## src/rtl/threshold_alarm_fsm.sv

```systemverilog
// Debounced high/low threshold alarm FSM with registered alarms and
// saturating per-direction alarm-entry counters.
module threshold_alarm_fsm #(
    parameter int n   = 32,
    parameter int DEB = 3,
    parameter int CW  = 8
) (
    input  logic          clk,
    input  logic          rst,
    input  logic          in_valid,
    input  logic [n-1:0]  data,
    input  logic [n-1:0]  thr_hi,
    input  logic [n-1:0]  thr_lo,
    input  logic          cnt_clr,
    output logic          alarm_hi,
    output logic          alarm_lo,
    output logic [2:0]    state,
    output logic [CW-1:0] hi_events,
    output logic [CW-1:0] lo_events,
    output logic          out_valid
);
    localparam int CNTW = $clog2(DEB + 1);
    localparam logic [CNTW-1:0] DEB_C = CNTW'(DEB);
    localparam logic [CNTW-1:0] ONE_C = CNTW'(1);

    localparam logic [2:0] S_NORMAL   = 3'd0;
    localparam logic [2:0] S_PEND_HI  = 3'd1;
    localparam logic [2:0] S_ALARM_HI = 3'd2;
    localparam logic [2:0] S_PEND_LO  = 3'd3;
    localparam logic [2:0] S_ALARM_LO = 3'd4;

    logic [2:0]      state_q, state_d;
    logic [CNTW-1:0] cnt_q, cnt_d, cnt_inc;
    logic            alarm_hi_q, alarm_lo_q, out_valid_q;
    logic [CW-1:0]   hi_events_q, lo_events_q;
    logic            is_hi, is_lo, enter_hi, enter_lo;

    // HI takes precedence when the thresholds are inverted.
    assign is_hi   = data > thr_hi;
    assign is_lo   = !is_hi && (data < thr_lo);
    assign cnt_inc = cnt_q + ONE_C;

    always_comb begin
        // NOTE: default every combinational output first so no path infers a latch.
        state_d = state_q;
        cnt_d   = cnt_q;
        if (state_q > S_ALARM_LO) begin
            state_d = S_NORMAL;
            cnt_d   = '0;
        end else if (in_valid) begin
            case (state_q)
                S_NORMAL: begin
                    if (is_hi) begin
                        state_d = (DEB == 1) ? S_ALARM_HI : S_PEND_HI;
                        cnt_d   = (DEB == 1) ? '0 : ONE_C;
                    end else if (is_lo) begin
                        state_d = (DEB == 1) ? S_ALARM_LO : S_PEND_LO;
                        cnt_d   = (DEB == 1) ? '0 : ONE_C;
                    end else begin
                        cnt_d = '0;
                    end
                end
                S_PEND_HI: begin
                    if (is_hi) begin
                        state_d = (cnt_inc == DEB_C) ? S_ALARM_HI : S_PEND_HI;
                        cnt_d   = (cnt_inc == DEB_C) ? '0 : cnt_inc;
                    end else if (is_lo) begin
                        state_d = S_PEND_LO;
                        cnt_d   = ONE_C;
                    end else begin
                        state_d = S_NORMAL;
                        cnt_d   = '0;
                    end
                end
                S_ALARM_HI: begin
                    if (is_hi) begin
                        cnt_d = '0;
                    end else begin
                        state_d = (cnt_inc == DEB_C) ? S_NORMAL : S_ALARM_HI;
                        cnt_d   = (cnt_inc == DEB_C) ? '0 : cnt_inc;
                    end
                end
                S_PEND_LO: begin
                    if (is_lo) begin
                        state_d = (cnt_inc == DEB_C) ? S_ALARM_LO : S_PEND_LO;
                        cnt_d   = (cnt_inc == DEB_C) ? '0 : cnt_inc;
                    end else if (is_hi) begin
                        state_d = S_PEND_HI;
                        cnt_d   = ONE_C;
                    end else begin
                        state_d = S_NORMAL;
                        cnt_d   = '0;
                    end
                end
                default: begin
                    // ALARM_LO: only LO samples restart the release count.
                    if (is_lo) begin
                        cnt_d = '0;
                    end else begin
                        state_d = (cnt_inc == DEB_C) ? S_NORMAL : S_ALARM_LO;
                        cnt_d   = (cnt_inc == DEB_C) ? '0 : cnt_inc;
                    end
                end
            endcase
        end
    end

    assign enter_hi = (state_d == S_ALARM_HI) && (state_q != S_ALARM_HI);
    assign enter_lo = (state_d == S_ALARM_LO) && (state_q != S_ALARM_LO);

    always_ff @(posedge clk or posedge rst) begin
        if (rst) begin
            state_q     <= S_NORMAL;
            cnt_q       <= '0;
            alarm_hi_q  <= 1'b0;
            alarm_lo_q  <= 1'b0;
            out_valid_q <= 1'b0;
            hi_events_q <= '0;
            lo_events_q <= '0;
        end else begin
            // NOTE: non-blocking assignments so every register samples pre-edge values.
            state_q     <= state_d;
            cnt_q       <= cnt_d;
            alarm_hi_q  <= (state_d == S_ALARM_HI);
            alarm_lo_q  <= (state_d == S_ALARM_LO);
            out_valid_q <= in_valid;
            if (cnt_clr) begin
                hi_events_q <= '0;
                lo_events_q <= '0;
            end else begin
                if (enter_hi && (hi_events_q != '1)) hi_events_q <= hi_events_q + CW'(1);
                if (enter_lo && (lo_events_q != '1)) lo_events_q <= lo_events_q + CW'(1);
            end
        end
    end

    assign state     = state_q;
    assign alarm_hi  = alarm_hi_q;
    assign alarm_lo  = alarm_lo_q;
    assign out_valid = out_valid_q;
    assign hi_events = hi_events_q;
    assign lo_events = lo_events_q;

endmodule

```

## config.mk

```make
export PLATFORM = sky130hd
export DESIGN_NAME = threshold_alarm_fsm
export DESIGN_NICKNAME = d
export VERILOG_FILES = /design/src/rtl/threshold_alarm_fsm.sv
export SDC_FILE = /design/constraint.sdc
export NUM_CORES = 1
export LEC_CHECK = 0
export BUFFER_PORTS_ARGS = -buffer_cell sky130_fd_sc_hd__clkbuf_2
export CAP_MARGIN = 5
export CORE_MARGIN = 2
export CORE_UTILIZATION = 38
export DETAILED_ROUTE_END_ITERATION = 6
export PLACE_DENSITY = 0.73
export SETUP_SLACK_MARGIN = 0.02
export SYNTH_ARGS = -nofsm -noshare
export SYNTH_HDL_FRONTEND = slang
export SYNTH_SLANG_ARGS = --single-unit
```

## constraint.sdc

```tcl
create_clock -name clk -period 3.1 [get_ports clk]
set_input_delay 0.62 -clock clk [delete_from_list [all_inputs] [get_ports clk]]
set_output_delay 0.62 -clock clk [all_outputs]
set_load 0.005 [all_outputs]
```

== Word-level counts from Yosys, hierarchy flattened ==
Index checks and enable logic that the tools add are counted.
Storage, ports and cells
  register bits: 24
  latch bits: 0
  RAM bits: 0
  bits in read-only memories: 0
  output and inout bits: 22
  logic and storage cells: 63
  memories: 0
Operators by class
  add/sub/neg operators: 3
  multiply operators: 0
  divide/modulo/power cells: 0
  magnitude comparators: 3
  eq/ne operators: 10
  shifts and indexed selects: 0
  mux-type cells: 30
  bitwise logic cells: 0
  reductions and logical operators: 10
Operators by type and width (count)
  $gt 32x32->1: 1
  $lt 32x32->1: 1
  $mux 8: 4
  $mux 3: 9
  $mux 2: 11
  $add 8x1->8 const B: 2
  $ne 8x8->1 const B: 2
  $pmux 3 s4: 1
  $eq 3x2->1 const B: 3
  $pmux 2 s4: 1
  $reduce_bool 2->1: 3
  $logic_and 1x1->1: 5
  $mux 1: 4
  $eq 3x1->1 const B: 1
  $eq 3x3->1 const B: 1
  $gt 3x3->1 const B: 1
  $logic_not 3->1: 1
  $ne 3x2->1 const B: 1
  $ne 3x3->1 const B: 1
  $add 2x1->2 const B: 1
  $eq 2x2->1 const B: 1
  $logic_not 1->1: 1

== Logic depth before layout (Yosys ltp) ==
Gate-level depths: netlist of the first run.
  depth in word-level cells: 13
  mapped depth: 13

== Worst setup path after synthesis of the first run ==
Ideal clock, no wire load.
  path kind: input to register
  start: input thr_hi[19]
  end: register lo_events_q[5] (netlist: lo_events[5])
  setup time: 0.125 ns
  arrival: 2.982 ns
  data required time: 2.975 ns
  path slack: -0.007 ns
  stages: 12
  buffers on the path: 1
  cell sequence: inv_1 ha_1 and3_1 a221o_1 nand2_1 nand4_1 a21oi_1 buf_4 nand2_2 a311oi_4 and4_1 mux2_2
Between the ends
  longest elaborated chain between the ends: 12
  elaborated cells between the ends (all ways): 18
  those cells by class: 1 x order compare; 1 x eq/ne; 11 x mux; 5 x reduce/logical
Ends and longest elaborated chain
  from (decl): line 12  | input logic [n-1:0] thr_hi,
  $gt 32x32->1 (*): line 39  | assign is_hi = data > thr_hi;
  $logic_not 1->1: line 40  | assign is_lo = !is_hi && (data < thr_lo);
  $logic_and 1x1->1: line 40
  $mux 2 / $mux 3 (equally long branches): line 67, 56
  $mux 2 / $mux 3 (equally long branches): line 64, 53
  $pmux 3 s4 (*): line 51  | case (state_q)
  $mux 3 (*): line 50  | end else if (in_valid) begin
  $mux 3 (*): line 47  | if (state_q > S_ALARM_LO) begin
  $eq 3x3->1 (*): line 109  | assign enter_lo = (state_d == S_ALARM_LO) && (state_q != S_ALARM_LO);
  $logic_and 1x1->1 (*): line 109
  $logic_and 1x1->1 (*): line 132  | if (enter_lo && (lo_events_q != '1)) lo_events_q <= lo_events_q + CW'(1);
  $reduce_bool 2->1 (no line) (*)
  to (signal assigned): line 132
  to (decl): line 35  | logic [CW-1:0] hi_events_q, lo_events_q;
Every way passes the cells marked *; elsewhere a longest branch is shown, timed or not.
A chain may end at the register's enable or synchronous reset.

== Final worst setup path of the first run ==
  start: input thr_lo[7]
  end: register hi_events_q[7] (netlist: hi_events[7])
Between the ends
  longest elaborated chain between the ends: 11
  elaborated cells between the ends (all ways): 15
  those cells by class: 1 x order compare; 1 x eq/ne; 9 x mux; 4 x reduce/logical
Ends and longest elaborated chain
  from (decl): line 13  | input logic [n-1:0] thr_lo,
  $lt 32x32->1 (*): line 40
  $logic_and 1x1->1 (*): line 40
  $mux 2 / $mux 3 (equally long branches): line 67, 56
  $mux 2 / $mux 3 (equally long branches): line 64, 53
  $pmux 3 s4 (*): line 51
  $mux 3 (*): line 50
  $mux 3 (*): line 47
  $eq 3x2->1 (*): line 108  | assign enter_hi = (state_d == S_ALARM_HI) && (state_q != S_ALARM_HI);
  $logic_and 1x1->1 (*): line 108
  $logic_and 1x1->1 (*): line 131  | if (enter_hi && (hi_events_q != '1)) hi_events_q <= hi_events_q + CW'(1);
  $reduce_bool 2->1 (no line) (*)
  to (signal assigned): line 131
  to (decl): line 35
Marked as above.

==> results of run 1 <==
layout by cell type, fill, tap and decap left out, types with 8 or more instances in the layout:
cell and instances:
ha_4 30, nor2_1 24, inv_2 12, buf_4 41, inv_1 57, nand2_1 27
nand4_1 11, a21oi_2 8, nand3_1 9, a21oi_1 26, clkbuf_2 102, ha_1 35
dfrtp_1 24, buf_6 23
worst max-delay path: stages:
cell and delay, ns:
clkbuf_2 0.09, inv_2 0.04, ha_4 0.25, nand4_1 0.10, o311a_1 0.40, o41ai_2 0.27
a31oi_2 0.17, buf_4 0.17, a31o_1 0.23, a211oi_4 0.45, buf_6 0.17, buf_6 0.12
o31ai_4 0.07, a21oi_2 0.14
synthesized netlist by cell type (5+ instances only):
library cell  instances
inv_1                69
ha_1                 65
a21oi_1              34
nand2_1              27
dfrtp_1              24
nor2_1               24
nand4_1              11
o21ai_0              10
nand3_1               9
nor2b_1               8
buf_6                 6
nor4_1                6
a31oi_1               5
and3_1                5
o211ai_1              5
or4_1                 5
state kept, by name (all words and copies together) (netlist names):
register   flops
hi_events      8
lo_events      8
state          3
cnt_q          2
alarm_hi       1
alarm_lo       1
out_valid      1
report_power, final:
part	internal, uW	total, uW	switching (uW)
registers	358	427	69.2
clock network	113	213	100
logic	481	985	503
total	952	1620	673
cells by family (layout without fill, tap and decap cells):
group	count (synthesis)	in the layout	share of synthesized area (%)
xor+xnor	4	4	1.13
mux	9	9	3.28
compound gates	83	83	18.3
fa+ha+maj	65	65	26.3
simple gates	115	115	20.4
buf+inv	78	242	11.1
flops	24	24	19.4
timing repair:
| action | in CTS | in global routing |
|---|---|---|
| setup endpoints to repair | 11 | 14 |
| pin swaps | 7 | 37 |
| gates resized for setup | 8 | 120 |
| buffers inserted | 0 | 7 |
| cloned | 0 | 0 |
cell type report:
cell class	count	share of cell area, %
multi-input combinational	276	55.6
inverter	69	5.34
sequential	24	12.4
clock buffer	4	1.14
tap	102	2.63
timing repair buffer	169	22.9
metrics by stage:
stage | hold WS, ns | total power, uW | utilization [%] | std cells
2_1_floorplan | 0.545 | 922 | - | 378
3_3_place_gp | 0.558 | 1170 | 51.8 | 633
3_5_place_dp | 0.568 | 1200 | 51.8 | 633
4_1_cts | 0.568 | 1440 | 53.1 | 637
5_1_grt | 0.605 | 1740 | 62.1 | 644
6_report | 0.529 | 1620 | 62.1 | 644
final timing paths:
kind                                               start                        to  slack, ns  cells after the start
worst max register to register        state[1]$_DFF_PP0_  lo_events[3]$_DFFE_PP0P_       0.77                      7
max in group asynchronous                            rst      cnt_q[0]$_DFFE_PP0P_       2.02                      2
worst min-delay path                                 rst  hi_events[2]$_DFFE_PP0P_       0.53                      2
worst min register to register  lo_events[6]$_DFFE_PP0P_  lo_events[6]$_DFFE_PP0P_       0.58                      2
min in group clk                lo_events[6]$_DFFE_PP0P_  lo_events[6]$_DFFE_PP0P_       0.58                      2
worst max-delay path                           thr_lo[7]  hi_events[7]$_DFFE_PP0P_      -0.02                     14
layer usage:
| metal | wire, um | part of all wire, % |
|---|---|---|
| met1 | 3880 | 39 |
| met3 | 578 | 5.7 |
| met5 | 0 | 0 |
| met2 | 5220 | 52 |
| met4 | 388 | 3.9 |
==> flow_metrics.py, run 1 <==
metrics = {
    "yosys": {
        "synth_area_um2": 3090,
        "syn_nets": 543,
        "syn_inst": 378,
        "yosysUniqueCellTypes": 56,
        "ys.flop_type": "dfrtp_1",
        "synth.ff_latch_count": 24,
        "netlist_top_cells_area": "ha_1 (26%), dfrtp_1 (19%), inv_1 (8.4%), a21oi_1 (5.5%), nand2_1 (3.3%)",
        "synth_area_per_cell_um2": 8.18,
        "async_flop_share_pct": 100,
        "ys_warn_count": 0,
        "ys_seq_area_share_pct": 19.4,
        "yosysTopAreaCellShare_pct": 26.3,
        "synth_area_leader_cell": "ha_1",
        "synth_edf_count": 0,
    },
    "drt": {
        "routedWlPerCell_um": 15.6,
        "post-route-drc-count": 0,
        "first_iter_violations": 104,
        "num_vias": 3445,
        "dr.pass1.iters": 6,
        "ant_nets": 0,
        "routed_wl_um": 10100,
        "via_per_inst": 5.35,
    },
    "sta": {
        "setup_tns_ns": -0.0254,
        "relSlewSlack_pct": 39.3,
        "min_period_over_period_pct": 100,
        "fin_ws_ns": -0.0151,
        "final-setup-viol-count": 4,
        "grt_setup_unrepaired": "yes",
        "report.final.slew_viol_count": 0,
        "tightest_slew_ns": 0.909,
        "min_period_ns": 3.12,
        "skew_ns": 0.00176,
        "hold_viol_final": 0,
        "max_freq_mhz": 321,
    },
    "cts": {
        "clk_latency_ns": 0.26,
        "clk_pin_slew_ns": 0.08,
        "htree_levels": 1,
        "cts_tree": "yes",
        "clkSinkCount": 24,
        "cts_buffers": 3,
        "cts.path.max_buffers": 2,
        "root_buffer": "clkbuf_8",
        "cts_hold_buf": 0,
    },
    "global_routing": {
        "grt_max_degree": 25,
        "gr-usage-met1_pct": 22.1,
        "grt_use_met3_pct": 2.17,
        "grt_pass1_vias": 3437,
        "grt_pass1_wl_um": 14200,
        "grt_use_met2_pct": 37.1,
        "grtUsageTotal_pct": 19.4,
        "busiest_layer": "met2",
        "antenna_found_initial": 0,
        "grt_overflow_total": 0,
    },
    "floorplanning": {
        "num_rows": 32,
        "die_height_um": 94.2,
        "io_pins": 122,
        "die_w_um": 94.2,
        "dieArea_um2": 8870,
        "core_um2": 7810,
        "initial_core_util_pct": 39.6,
    },
    "placed_design": {
        "dp_slack_ns": -0.365,
        "place_congestion": 0.843,
        "placed_area_um2": 4050,
        "port_buffers": 121,
        "hpwl_um": 7200,
    },
    "status": {
        "violations": "negative setup slack",
        "status": "complete, but fails checks",
    },
    "power_and_ir_drop": {
        "peakVddDrop_v": 0.000296,
        "powerDensity_nw_per_um2": 335,
        "leakage_uw": 0.00246,
    },
    "final_layout": {
        "syn_to_final_growth_pct": 56.9,
        "final_nets": 708,
        "drive_gt1_share_pct": 46.3,
        "multiInputGateArea_um2": 2700,
        "diodes": 0,
        "num-fill-cells": 627,
        "design_area_um2": 4850,
        "register_area_um2": 601,
    },
    "setup_path": {
        "cp-end-kind": "register",
        "crit_arrival_ns": 3.31,
        "crit_type": "in -> reg",
        "cp_max_fo": 7,
        "cp.required_ns": 3.29,
        "startpoint_type": "input port",
    },
    "flow_run": {
        "cap_violations": 0,
    },
    "hold_path": {
        "hp-class": "in -> async",
    },
}
(Power assumes the default switching activity.)
==> run 2, diff against run 1 <==
--- a/config.mk
+++ b/config.mk
@@ -10,8 +10,10 @@
 export CORE_MARGIN = 2
 export CORE_UTILIZATION = 38
 export DETAILED_ROUTE_END_ITERATION = 6
-export PLACE_DENSITY = 0.73
+export PLACE_DENSITY = 0.76
+export RECOVER_POWER = 50
 export SETUP_SLACK_MARGIN = 0.02
+export SLEW_MARGIN = 20
 export SYNTH_ARGS = -nofsm -noshare
 export SYNTH_HDL_FRONTEND = slang
 export SYNTH_SLANG_ARGS = --single-unit
==> constraint.sdc (replaced) <==
create_clock -name clk -period 2.6 [get_ports clk]
set_input_delay 0.52 -clock clk [delete_from_list [all_inputs] [get_ports clk]]
set_output_delay 0.52 -clock clk [all_outputs]
set_load 0.005 [all_outputs]
==> run 2 against run 1 <==
Net effect:
- critical endpoint is now hi_events[4]$_DFFE_PP0P_
- global-route usage increased by 0.24 points
- first-iteration DRC count decreased by 25%
- sequential power increased by 20%
- count of clock-buffer cells in the layout decreased by 1
- the run still ends with negative setup slack left
- clock skew increased by 0.0053 ns
==> flow_metrics.py, run 2 (synthesis gave the netlist of run 1 again) <==
metrics = {
    "setup_path": {
        "r2r_slack_ns": 0.32,
        "cp_max_fo": 6,
        "crit_type": "in -> reg",
        "crit_arrival_ns": 3.09,
        "reg2regPathDepth": 6,
        "cp-end-kind": "register",
        "rr_startpoint": "state[1]$_DFF_PP0_",
        "r2r-end": "lo_events[5]$_DFFE_PP0P_",
        "startpoint_type": "input port",
        "setup.worst_path.end": "hi_events[4]$_DFFE_PP0P_",
        "cp.required_ns": 2.76,
        "crit_start": "thr_lo[4]",
    },
    "floorplanning": {
        "initial_core_util_pct": 39.6,
        "die_height_um": 94.2,
        "core_um2": 7810,
        "io_pins": 122,
        "die_w_um": 94.2,
        "num_rows": 32,
        "dieArea_um2": 8870,
    },
    "cts": {
        "clk_latency_ns": 0.27,
        "htree_levels": 1,
        "cts_buffers": 3,
        "clkSinkCount": 24,
        "root_buffer": "clkbuf_8",
        "cts_tree": "yes",
        "cts_hold_buf": 0,
        "clk_pin_slew_ns": 0.09,
        "cts.path.max_buffers": 2,
    },
    "placed_design": {
        "port_buffers": 121,
        "placed_cells": 633,
        "hpwl_um": 7090,
        "place_congestion": 0.845,
    },
    "sta": {
        "relSlewSlack_pct": 41.9,
        "grt_setup_unrepaired": "yes",
        "max_freq_mhz": 342,
        "fin_ws_ns": -0.324,
        "min_period_ns": 2.92,
        "min_period_over_period_pct": 112,
        "final-setup-viol-count": 17,
        "tightest_slew_ns": 0.867,
        "skew_ns": 0.00704,
        "hold_viol_final": 0,
        "report.final.slew_viol_count": 0,
        "holdWs_ns": 0.291,
    },
    "drt": {
        "first_iter_violations": 78,
        "routedWlPerCell_um": 13.9,
        "routed_wl_um": 9020,
        "ant_nets": 0,
        "num_vias": 3348,
        "post-route-drc-count": 0,
        "dr.pass1.iters": 4,
        "via_per_inst": 5.17,
    },
    "hold_path": {
        "hp-class": "in -> async",
    },
    "global_routing": {
        "grt_pass1_wl_um": 14300,
        "grt_overflow_total": 0,
        "grt_max_degree": 25,
        "grtUsageTotal_pct": 19.6,
        "antenna_found_initial": 0,
        "grt_pass1_vias": 3366,
    },
    "power_and_ir_drop": {
        "power.total_uw": 2030,
        "powerDensity_nw_per_um2": 431,
        "peakVddDrop_v": 0.000346,
        "leakage_uw": 0.00245,
    },
    "final_layout": {
        "stdcell_count": 648,
        "syn_to_final_growth_pct": 52.1,
        "diodes": 0,
        "final_nets": 712,
        "layout_commonest_cell": "clkbuf_2",
        "mostFrequentLayoutCells": "clkbuf_2 (110), inv_1 (60), ha_1 (48)",
        "drive_gt1_share_pct": 43.2,
        "num-fill-cells": 660,
    },
    "status": {
        "status": "complete, but fails checks",
        "violations": "negative setup slack",
    },
    "flow_run": {
        "cap_violations": 0,
    },
}
[run 2: changes by cell type in the layout (fill, tap and decap cells not counted), moves of 5 or more]
cell / before / now
a21oi_2: 8 / 2
clkbuf_2: 102 / 110
ha_1: 35 / 48
a21oi_1: 26 / 31
buf_6: 23 / 16
ha_4: 30 / 17
inv_2: 12 / 7
[run 2: timing repair]
item | CTS | global route
setup buffers | 6 | 4
pin swaps | 17 | 19
gates cloned | 1 | 0
endpoints found under the setup margin | 19 | 20
resized for setup | 26 | 45
[run 2: worst min path at each step]
stage	from	to	cells after the start
6_report	rst	alarm_hi$_DFF_PP0_	2
5_1_grt	rst	hi_events[0]$_DFFE_PP0P_	2
4_1_cts	rst	hi_events[6]$_DFFE_PP0P_	2
3_5_place_dp	lo_events[6]$_DFFE_PP0P_	lo_events[6]$_DFFE_PP0P_	2
3_3_place_gp	lo_events[6]$_DFFE_PP0P_	lo_events[6]$_DFFE_PP0P_	2
2_1_floorplan	rst	alarm_hi$_DFF_PP0_	1
[run 2: stage by stage]
stage / utilization, % / setup TNS [ns] / area (um^2) / setup slack, ns
after detailed placement: 53.3 / -10.20 / 4170 / -0.682
after global routing: 60.2 / -6.62 / 4700 / -0.467
after global placement: 53.3 / -9.21 / 4170 / -0.633
after floorplan: - / -1.82 / 3210 / -0.269
after CTS: 57.2 / -3.16 / 4460 / -0.281
final: 60.2 / -3.60 / 4700 / -0.324
[run 2: routing by layer]
layer	wire length, um	global-route usage, %	vias to the layer above	part of all wire, %
met1	3790	23.2	1531	42
met5	0	0	-	0
met2	4600	36.5	109	51
met3	450	2.49	21	5.0
met4	184	6.16	0	2.0
li1	-	-	1687	-
[run 2: critical path, stage by stage]
cell and delay (ns):
clkbuf_2 0.09, inv_2 0.04, ha_4 0.24, nand4_1 0.11, o311a_1 0.40, o41ai_2 0.27, a31oi_2 0.20, buf_4 0.18
nor3b_2 0.18, a211oi_2 0.09, buf_6 0.16, nor4_4 0.29, mux2_4 0.32
[run 2: layout make-up]
cell class                      count  area (um^2)  share of cell area, %
Sequential cell                    24          601                   12.8
Clock inverter                      1         30.0                  0.639
Inverter                           69          272                   5.78
Timing Repair Buffer              173         1090                   23.3
Clock buffer                        3         41.3                  0.879
Tap cell                          102          128                   2.72
Multi-Input combinational cell    276         2530                   53.9
[run 2: power by group]
group          internal [uW]  total, uW  switching [uW]
clock                    206        331             125
sequential               427        511            84.7
combinational            600       1180             584
total                   1230       2030             793
